## config.mk

```make
export PLATFORM = sky130hd
export DESIGN_NAME = swd_dp_target
export DESIGN_NICKNAME = d
export VERILOG_FILES = /design/src/rtl/swd_dp_target.sv
export SDC_FILE = /design/constraint.sdc
export NUM_CORES = 1
export LEC_CHECK = 0
export CAP_MARGIN = 20
export CORE_MARGIN = 2
export CORE_UTILIZATION = 35
export CTS_CLUSTER_SIZE = 30
export DETAILED_ROUTE_END_ITERATION = 16
export GPL_TIMING_DRIVEN = 1
export PLACE_DENSITY = 0.55
export SLEW_MARGIN = 20
export SYNTH_ARGS = -nofsm -noshare
export SYNTH_HDL_FRONTEND = slang
export SYNTH_SLANG_ARGS = --single-unit
export TNS_END_PERCENT = 30
```

## constraint.sdc

```tcl
create_clock -name clk_i -period 3.01 [get_ports clk_i]
set_input_delay 0.301 -clock clk_i [delete_from_list [all_inputs] [get_ports clk_i]]
set_output_delay 0.301 -clock clk_i [all_outputs]
set_load 0.01 [all_outputs]
```

## src/rtl/swd_dp_target.sv

```systemverilog
// SWD Debug Port target: oversamples SWCLK/SWDIO, decodes line reset, the JTAG-to-SWD select
// sequence and request/ACK/data phases, holds the DP registers and forwards AP accesses.
module swd_dp_target #(
    parameter logic [31:0] IDCODE      = 32'h2BA01477,
    parameter int          SYNC_STAGES = 2,
    parameter int          WTRN_EDGES  = 2
) (
    input  logic        clk_i,
    input  logic        rst_i,
    input  logic        swclk_i,
    input  logic        swdio_i,
    output logic        swdio_o,
    output logic        swdio_oe_o,
    output logic        cdbgpwrup_o,
    output logic        csyspwrup_o,
    output logic        ap_req_o,
    output logic        ap_wr_o,
    output logic [7:0]  ap_addr_o,
    output logic [31:0] ap_wdata_o,
    input  logic        ap_ack_i,
    input  logic [31:0] ap_rdata_i
);
    typedef enum logic [3:0] {
        ST_DORMANT, ST_LR1, ST_ARMED, ST_RESET, ST_IDLE, ST_REQ,
        ST_ACK, ST_RDATA, ST_WTRN, ST_WDATA, ST_TURN
    } state_t;

    localparam logic [5:0] WTRN_LAST = 6'(WTRN_EDGES - 2);

    state_t state_q, state_d;
    logic [SYNC_STAGES-1:0] swclk_sync_q, swdio_sync_q;
    logic        swclk_prev_q;
    logic [5:0]  ones_q, ones_d, ones_inc;
    logic [15:0] sel_sr_q, sel_sr_d;
    logic [6:0]  hdr_q, hdr_d;
    logic [5:0]  cnt_q, cnt_d;
    logic        wait_q, wait_d;
    logic [31:0] sh_q, sh_d;
    logic        par_q, par_d;
    logic        swdio_q, swdio_d, oe_q, oe_d;
    logic        cdbg_q, cdbg_d, csys_q, csys_d;
    logic        proterr_q, proterr_d, wdataerr_q, wdataerr_d;
    logic [3:0]  apbank_q, apbank_d;
    logic [31:0] rdbuff_q, rdbuff_d;
    logic        ap_req_q, ap_req_d, ap_wr_q, ap_wr_d;
    logic [7:0]  ap_addr_q, ap_addr_d;
    logic [31:0] ap_wdata_q, ap_wdata_d;
    logic        swclk_rise, swdio_s, line_rst;
    logic [31:0] ctrl_stat, dp_rdata;

    assign swclk_rise = swclk_sync_q[SYNC_STAGES-1] & ~swclk_prev_q;
    assign swdio_s    = swdio_sync_q[SYNC_STAGES-1];

    // Power-up ACK bits mirror the request bits: there is no power controller behind this DP.
    assign ctrl_stat = {csys_q, csys_q, cdbg_q, cdbg_q, 20'b0, wdataerr_q, 5'b0, proterr_q, 1'b0};

    always_comb begin
        case (hdr_q[3:2])
            2'b00:   dp_rdata = IDCODE;
            2'b01:   dp_rdata = ctrl_stat;
            2'b11:   dp_rdata = rdbuff_q;
            default: dp_rdata = 32'h0;
        endcase
    end

    always_comb begin
        state_d    = state_q;
        ones_d     = ones_q;
        sel_sr_d   = sel_sr_q;
        hdr_d      = hdr_q;
        cnt_d      = cnt_q;
        wait_d     = wait_q;
        sh_d       = sh_q;
        par_d      = par_q;
        swdio_d    = swdio_q;
        oe_d       = oe_q;
        cdbg_d     = cdbg_q;
        csys_d     = csys_q;
        proterr_d  = proterr_q;
        wdataerr_d = wdataerr_q;
        apbank_d   = apbank_q;
        rdbuff_d   = rdbuff_q;
        ap_req_d   = ap_req_q;
        ap_wr_d    = ap_wr_q;
        ap_addr_d  = ap_addr_q;
        ap_wdata_d = ap_wdata_q;
        ones_inc   = (ones_q == 6'd63) ? ones_q : ones_q + 6'd1;
        line_rst   = 1'b0;

        // AP completion is applied before any SWD edge in the same cycle, so the ACK sees it.
        if (ap_ack_i && ap_req_q) begin
            ap_req_d = 1'b0;
            if (!ap_wr_q) rdbuff_d = ap_rdata_i;
        end

        if (swclk_rise) begin
            ones_d   = swdio_s ? ones_inc : 6'd0;
            line_rst = swdio_s && (ones_inc >= 6'd50);
            if (line_rst && state_q != ST_DORMANT && state_q != ST_LR1) begin
                state_d = ST_RESET;
                oe_d    = 1'b0;
                swdio_d = 1'b0;
            end else begin
                case (state_q)
                    ST_DORMANT: if (line_rst) state_d = ST_LR1;
                    ST_LR1: begin
                        sel_sr_d = {swdio_s, sel_sr_q[15:1]};
                        if (sel_sr_d == 16'hE79E) state_d = ST_ARMED;
                    end
                    ST_ARMED: begin end
                    ST_RESET: if (!swdio_s) state_d = ST_IDLE;
                    ST_IDLE: begin
                        if (swdio_s) begin
                            state_d = ST_REQ;
                            cnt_d   = 6'd0;
                        end
                    end
                    ST_REQ: begin
                        hdr_d = {swdio_s, hdr_q[6:1]};
                        cnt_d = cnt_q + 6'd1;
                        if (cnt_q == 6'd6) begin
                            cnt_d = 6'd0;
                            if ((^hdr_d[4:0]) || hdr_d[5] || !hdr_d[6]) begin
                                proterr_d = 1'b1;
                                state_d   = ST_IDLE;
                            end else begin
                                state_d = ST_ACK;
                            end
                        end
                    end
                    ST_ACK: begin
                        oe_d  = 1'b1;
                        cnt_d = cnt_q + 6'd1;
                        if (cnt_q == 6'd0) begin
                            wait_d  = ap_req_d && (hdr_q[0] || (hdr_q[1] && hdr_q[3:2] == 2'b11));
                            swdio_d = !wait_d;
                        end else if (cnt_q == 6'd1) begin
                            swdio_d = wait_q;
                        end else begin
                            swdio_d = 1'b0;
                            cnt_d   = 6'd0;
                            if (wait_q) begin
                                state_d = ST_TURN;
                            end else if (hdr_q[1]) begin
                                state_d = ST_RDATA;
                                if (hdr_q[0]) begin
                                    // Posted read: hand back the previous result, launch the next.
                                    sh_d      = rdbuff_q;
                                    ap_req_d  = 1'b1;
                                    ap_wr_d   = 1'b0;
                                    ap_addr_d = {apbank_q, hdr_q[3:2], 2'b00};
                                end else begin
                                    sh_d = dp_rdata;
                                end
                                par_d = ^sh_d;
                            end else begin
                                state_d = (WTRN_EDGES <= 1) ? ST_WDATA : ST_WTRN;
                            end
                        end
                    end
                    ST_RDATA: begin
                        cnt_d = cnt_q + 6'd1;
                        if (cnt_q < 6'd32) begin
                            swdio_d = sh_q[0];
                            sh_d    = {1'b0, sh_q[31:1]};
                        end else if (cnt_q == 6'd32) begin
                            swdio_d = par_q;
                        end else begin
                            swdio_d = 1'b0;
                            oe_d    = 1'b0;
                            state_d = ST_IDLE;
                        end
                    end
                    ST_WTRN: begin
                        oe_d    = 1'b0;
                        swdio_d = 1'b0;
                        cnt_d   = cnt_q + 6'd1;
                        if (cnt_q == WTRN_LAST) begin
                            cnt_d   = 6'd0;
                            state_d = ST_WDATA;
                        end
                    end
                    ST_WDATA: begin
                        oe_d    = 1'b0;
                        swdio_d = 1'b0;
                        cnt_d   = cnt_q + 6'd1;
                        if (cnt_q < 6'd32) begin
                            sh_d = {swdio_s, sh_q[31:1]};
                        end else begin
                            state_d = ST_IDLE;
                            cnt_d   = 6'd0;
                            if (swdio_s != ^sh_q) begin
                                wdataerr_d = 1'b1;
                            end else if (hdr_q[0]) begin
                                ap_req_d   = 1'b1;
                                ap_wr_d    = 1'b1;
                                ap_addr_d  = {apbank_q, hdr_q[3:2], 2'b00};
                                ap_wdata_d = sh_q;
                            end else begin
                                case (hdr_q[3:2])
                                    2'b00: begin
                                        if (sh_q[0]) ap_req_d   = 1'b0;
                                        if (sh_q[2]) proterr_d  = 1'b0;
                                        if (sh_q[3]) wdataerr_d = 1'b0;
                                    end
                                    2'b01: begin
                                        cdbg_d = sh_q[28];
                                        csys_d = sh_q[30];
                                    end
                                    2'b10:   apbank_d = sh_q[7:4];
                                    default: begin end
                                endcase
                            end
                        end
                    end
                    ST_TURN: begin
                        oe_d    = 1'b0;
                        swdio_d = 1'b0;
                        state_d = ST_IDLE;
                    end
                    default: state_d = ST_DORMANT;
                endcase
            end
        end
    end

    always_ff @(posedge clk_i) begin
        if (rst_i) begin
            state_q      <= ST_DORMANT;
            swclk_sync_q <= '0;
            swdio_sync_q <= '0;
            swclk_prev_q <= 1'b0;
            ones_q       <= 6'd0;
            sel_sr_q     <= 16'h0;
            hdr_q        <= 7'h0;
            cnt_q        <= 6'd0;
            wait_q       <= 1'b0;
            sh_q         <= 32'h0;
            par_q        <= 1'b0;
            swdio_q      <= 1'b0;
            oe_q         <= 1'b0;
            cdbg_q       <= 1'b0;
            csys_q       <= 1'b0;
            proterr_q    <= 1'b0;
            wdataerr_q   <= 1'b0;
            apbank_q     <= 4'h0;
            rdbuff_q     <= 32'h0;
            ap_req_q     <= 1'b0;
            ap_wr_q      <= 1'b0;
            ap_addr_q    <= 8'h0;
            ap_wdata_q   <= 32'h0;
        end else begin
            state_q      <= state_d;
            swclk_sync_q <= {swclk_sync_q[SYNC_STAGES-2:0], swclk_i};
            swdio_sync_q <= {swdio_sync_q[SYNC_STAGES-2:0], swdio_i};
            swclk_prev_q <= swclk_sync_q[SYNC_STAGES-1];
            ones_q       <= ones_d;
            sel_sr_q     <= sel_sr_d;
            hdr_q        <= hdr_d;
            cnt_q        <= cnt_d;
            wait_q       <= wait_d;
            sh_q         <= sh_d;
            par_q        <= par_d;
            swdio_q      <= swdio_d;
            oe_q         <= oe_d;
            cdbg_q       <= cdbg_d;
            csys_q       <= csys_d;
            proterr_q    <= proterr_d;
            wdataerr_q   <= wdataerr_d;
            apbank_q     <= apbank_d;
            rdbuff_q     <= rdbuff_d;
            ap_req_q     <= ap_req_d;
            ap_wr_q      <= ap_wr_d;
            ap_addr_q    <= ap_addr_d;
            ap_wdata_q   <= ap_wdata_d;
        end
    end

    assign swdio_o     = swdio_q;
    assign swdio_oe_o  = oe_q;
    assign cdbgpwrup_o = cdbg_q;
    assign csyspwrup_o = csys_q;
    assign ap_req_o    = ap_req_q;
    assign ap_wr_o     = ap_wr_q;
    assign ap_addr_o   = ap_addr_q;
    assign ap_wdata_o  = ap_wdata_q;
endmodule
```

==> results.cfg <==
[floorplanning]
start_util = 0.356
ioPinCount = 83
die_height_um = 153
fp.coreArea_um2 = 21800
dieArea_um2 = 23400
die_x_um = 153
rows = 54

[logic_synthesis]
netlist_instances = 943
synth_area_leaders = dfxtp_1 41%, nand2_1 8.5%, a21oi_1 6.8%
synth_seq_cells = 159
synth_edf_count = 0
async_flop_share = 0
syn_area_per_cell_um2 = 8.22
netlist_area_um2 = 7750
ys.flop_type = dfxtp_1
seq_area_frac_synth = 0.410
synth_commonest_cells = 176 x nand2_1, 159 x dfxtp_1, 106 x a21oi_1, 92 x nor2_1, 60 x clkbuf_1
yosys_warnings = 0
synth_top_area_frac = 0.410
synth.most_common_cell = nand2_1
synth_cell_types = 65
yosys.area.top_type = dfxtp_1

[clock_network]
clock_latency_ns = 0.43
post-cts-setup-buffers = 0
cts_made_buffers = 17
h-tree-depth = 4
path_clk_slew_ns = 0.06
cts_sinks = 159
root_buffer = clkbuf_16
cts_tree = done
cts_buffer_depth = 2
cts-hold-fix-buffers = 0
cts_resized = 0

[layout]
final_area_um2 = 9420
drive_above_1_share = 0.0750
areaGrowthSynthToFinish_pct = 21.4
stdcell_count = 1293
diodes = 0
nets = 1043
fillers = 2218

[grt]
grt_use_total = 0.174
antenna_found_initial = 0
grt_max_degree = 57
grt_pass1_wl_um = 33000
grt_pass1_vias = 6069
grt_overflow = 0

[sta]
tightestPinTransition_ns = 0.743
grt_setup_unrepaired = no
period_minus_slack_ns = 2.68
final-hold-violation-count = 0
fmax_ghz = 0.374
holdWs_ns = 0.356
fin_tns_setup_ns = 0
report.final.slew_viol_count = 0
finalSetupViolations = 0
skew_ns = 0.00846
period_share = 0.889
slew_headroom = 0.502

[worst_setup_path]
slowest_delay_ns = 0.42
crit_fanout = 33
crit_slowest_cell = dfxtp_1
crit_buf_inv = 1
end_kind = flip-flop
crit_family = compound AO/OA/AOI/OAI gates
cp_data_required_time_ns = 3.32
startpoint_type = flip-flop
crit_arrival_ns = 2.99
regToRegSetupSlack_ns = 0.33
path_cells = ha_1, o21a_1, a221o_1, a41o_1, nor3_1, mux2i_4, buf_4, mux2i_1, nor2_1
worstSetupPathType = flip-flop to flip-flop

[placed_design]
gp_congestion = 0.833
dp_hpwl_um = 14300
port_buffers = 80
placed_cell_area_um2 = 8860
dp.cells = 1261

[min_path]
hold_path.class = input port to flip-flop

[route]
viasPerCell = 5.18
drtIter0Drc = 480
remaining_drc_errors = 0
vias = 6704
wirelength_um = 20400
drt_first_pass_iters = 4
wl_per_cell_um = 15.8
antenna_left = 0

[pwr]
leakage_nw = 3.31
ir_worst_vdd_mv = 0.351
powerDensity_nw_per_um2 = 455

[run_status]
status = finished clean

[job]
drv_cap = 0
[report_power, final]
part           internal (W)  total, W  switching (W)
Sequential          0.00211   0.00211     0.00000245
Clock               0.00112   0.00206       0.000943
Combinational     0.0000572  0.000115      0.0000581
[stage by stage]
stage	total power (W)	util	setup slack, ns
2_1_floorplan	0.00221	-	0.530
3_3_place_gp	0.00227	0.407	0.405
3_5_place_dp	0.00227	0.407	0.329
4_1_cts	0.00433	0.433	0.319
5_1_grt	0.00443	0.433	0.00686
6_report	0.00428	0.433	0.333
[layout by cell type (no fill, tap or decap), types with 7 or more instances in the layout]
cell | Yosys | final
nand2_1 | 176 | 176
dfxtp_1 | 159 | 159
a21oi_1 | 106 | 106
nor2_1 | 92 | 90
clkdlybuf4s50_1 | 0 | 79
xnor2_1 | 49 | 49
mux2i_1 | 44 | 44
nand3_1 | 34 | 34
buf_4 | 2 | 29
o211ai_1 | 22 | 22
nand2b_1 | 21 | 21
clkbuf_16 | 0 | 17
nor3_1 | 15 | 15
a311oi_1 | 14 | 14
o21ai_0 | 12 | 12
a22oi_1 | 9 | 9
nor2b_1 | 7 | 7
xor2_1 | 7 | 7
[kinds of logic (layout without fill, tap and decap cells)]
| kind of cell | count (synthesis) | after routing | synth area share |
|---|---|---|---|
| AND/OR/NAND/NOR | 382 | 382 | 0.222 |
| AO/OA/AOI/OAI | 207 | 207 | 0.169 |
| flip-flops | 159 | 159 | 0.410 |
| buffers and inverters | 78 | 147 | 0.0426 |
| XOR/XNOR | 63 | 63 | 0.0839 |
| multiplexers | 47 | 47 | 0.0626 |
| adder cells (fa/ha/maj) | 6 | 6 | 0.00968 |
| other | 1 | 2 | 0.000484 |
[metal layers]
metal,up-vias,GRT usage,part of all wire
met5,-,0,0
met1,3126,0.275,0.53
met2,161,0.235,0.41
li1,3400,-,-
met3,17,0.0369,0.048
met4,0,0.0481,0.013
[worst paths after layout]
kind | startpoint | end | cells past startpoint
max | ones_q[0] | ap_wdata_o[14] | 9
min | rst_i | cnt_q[1] | 2
max reg2reg | ones_q[0] | ap_wdata_o[14] | 9
min reg2reg | swclk_sync_q[0] | swclk_sync_q[1] | 1
[area by class of cell]
class	instances	area, um^2	share of cell area
clock buffers	19	453	0.0481
repair buffers	110	1050	0.111
well taps	280	350	0.0372
multi-input cells	707	4260	0.452
inverters	5	18.8	0.00199
flip-flops and latches	159	3180	0.338
clock inverters	13	104	0.0110
[sequential cells by signal, summed over array words and instances, names as in the netlist]
name,flops
ap_addr_o,6
proterr_q,1
csyspwrup_o,1
hdr_q,7
swdio_o,1
sel_sr_q,15
ap_req_o,1
par_q,1
swclk_sync_q,2
ones_q,6
wait_q,1
wdataerr_q,1
swdio_sync_q,2
rdbuff_q,32
sh_q,32
swdio_oe_o,1
cnt_q,6
ap_wr_o,1
cdbgpwrup_o,1
state_q,4
ap_wdata_o,32
swclk_prev_q,1
apbank_q,4
Note: power is estimated with default switching activity, not from simulation.
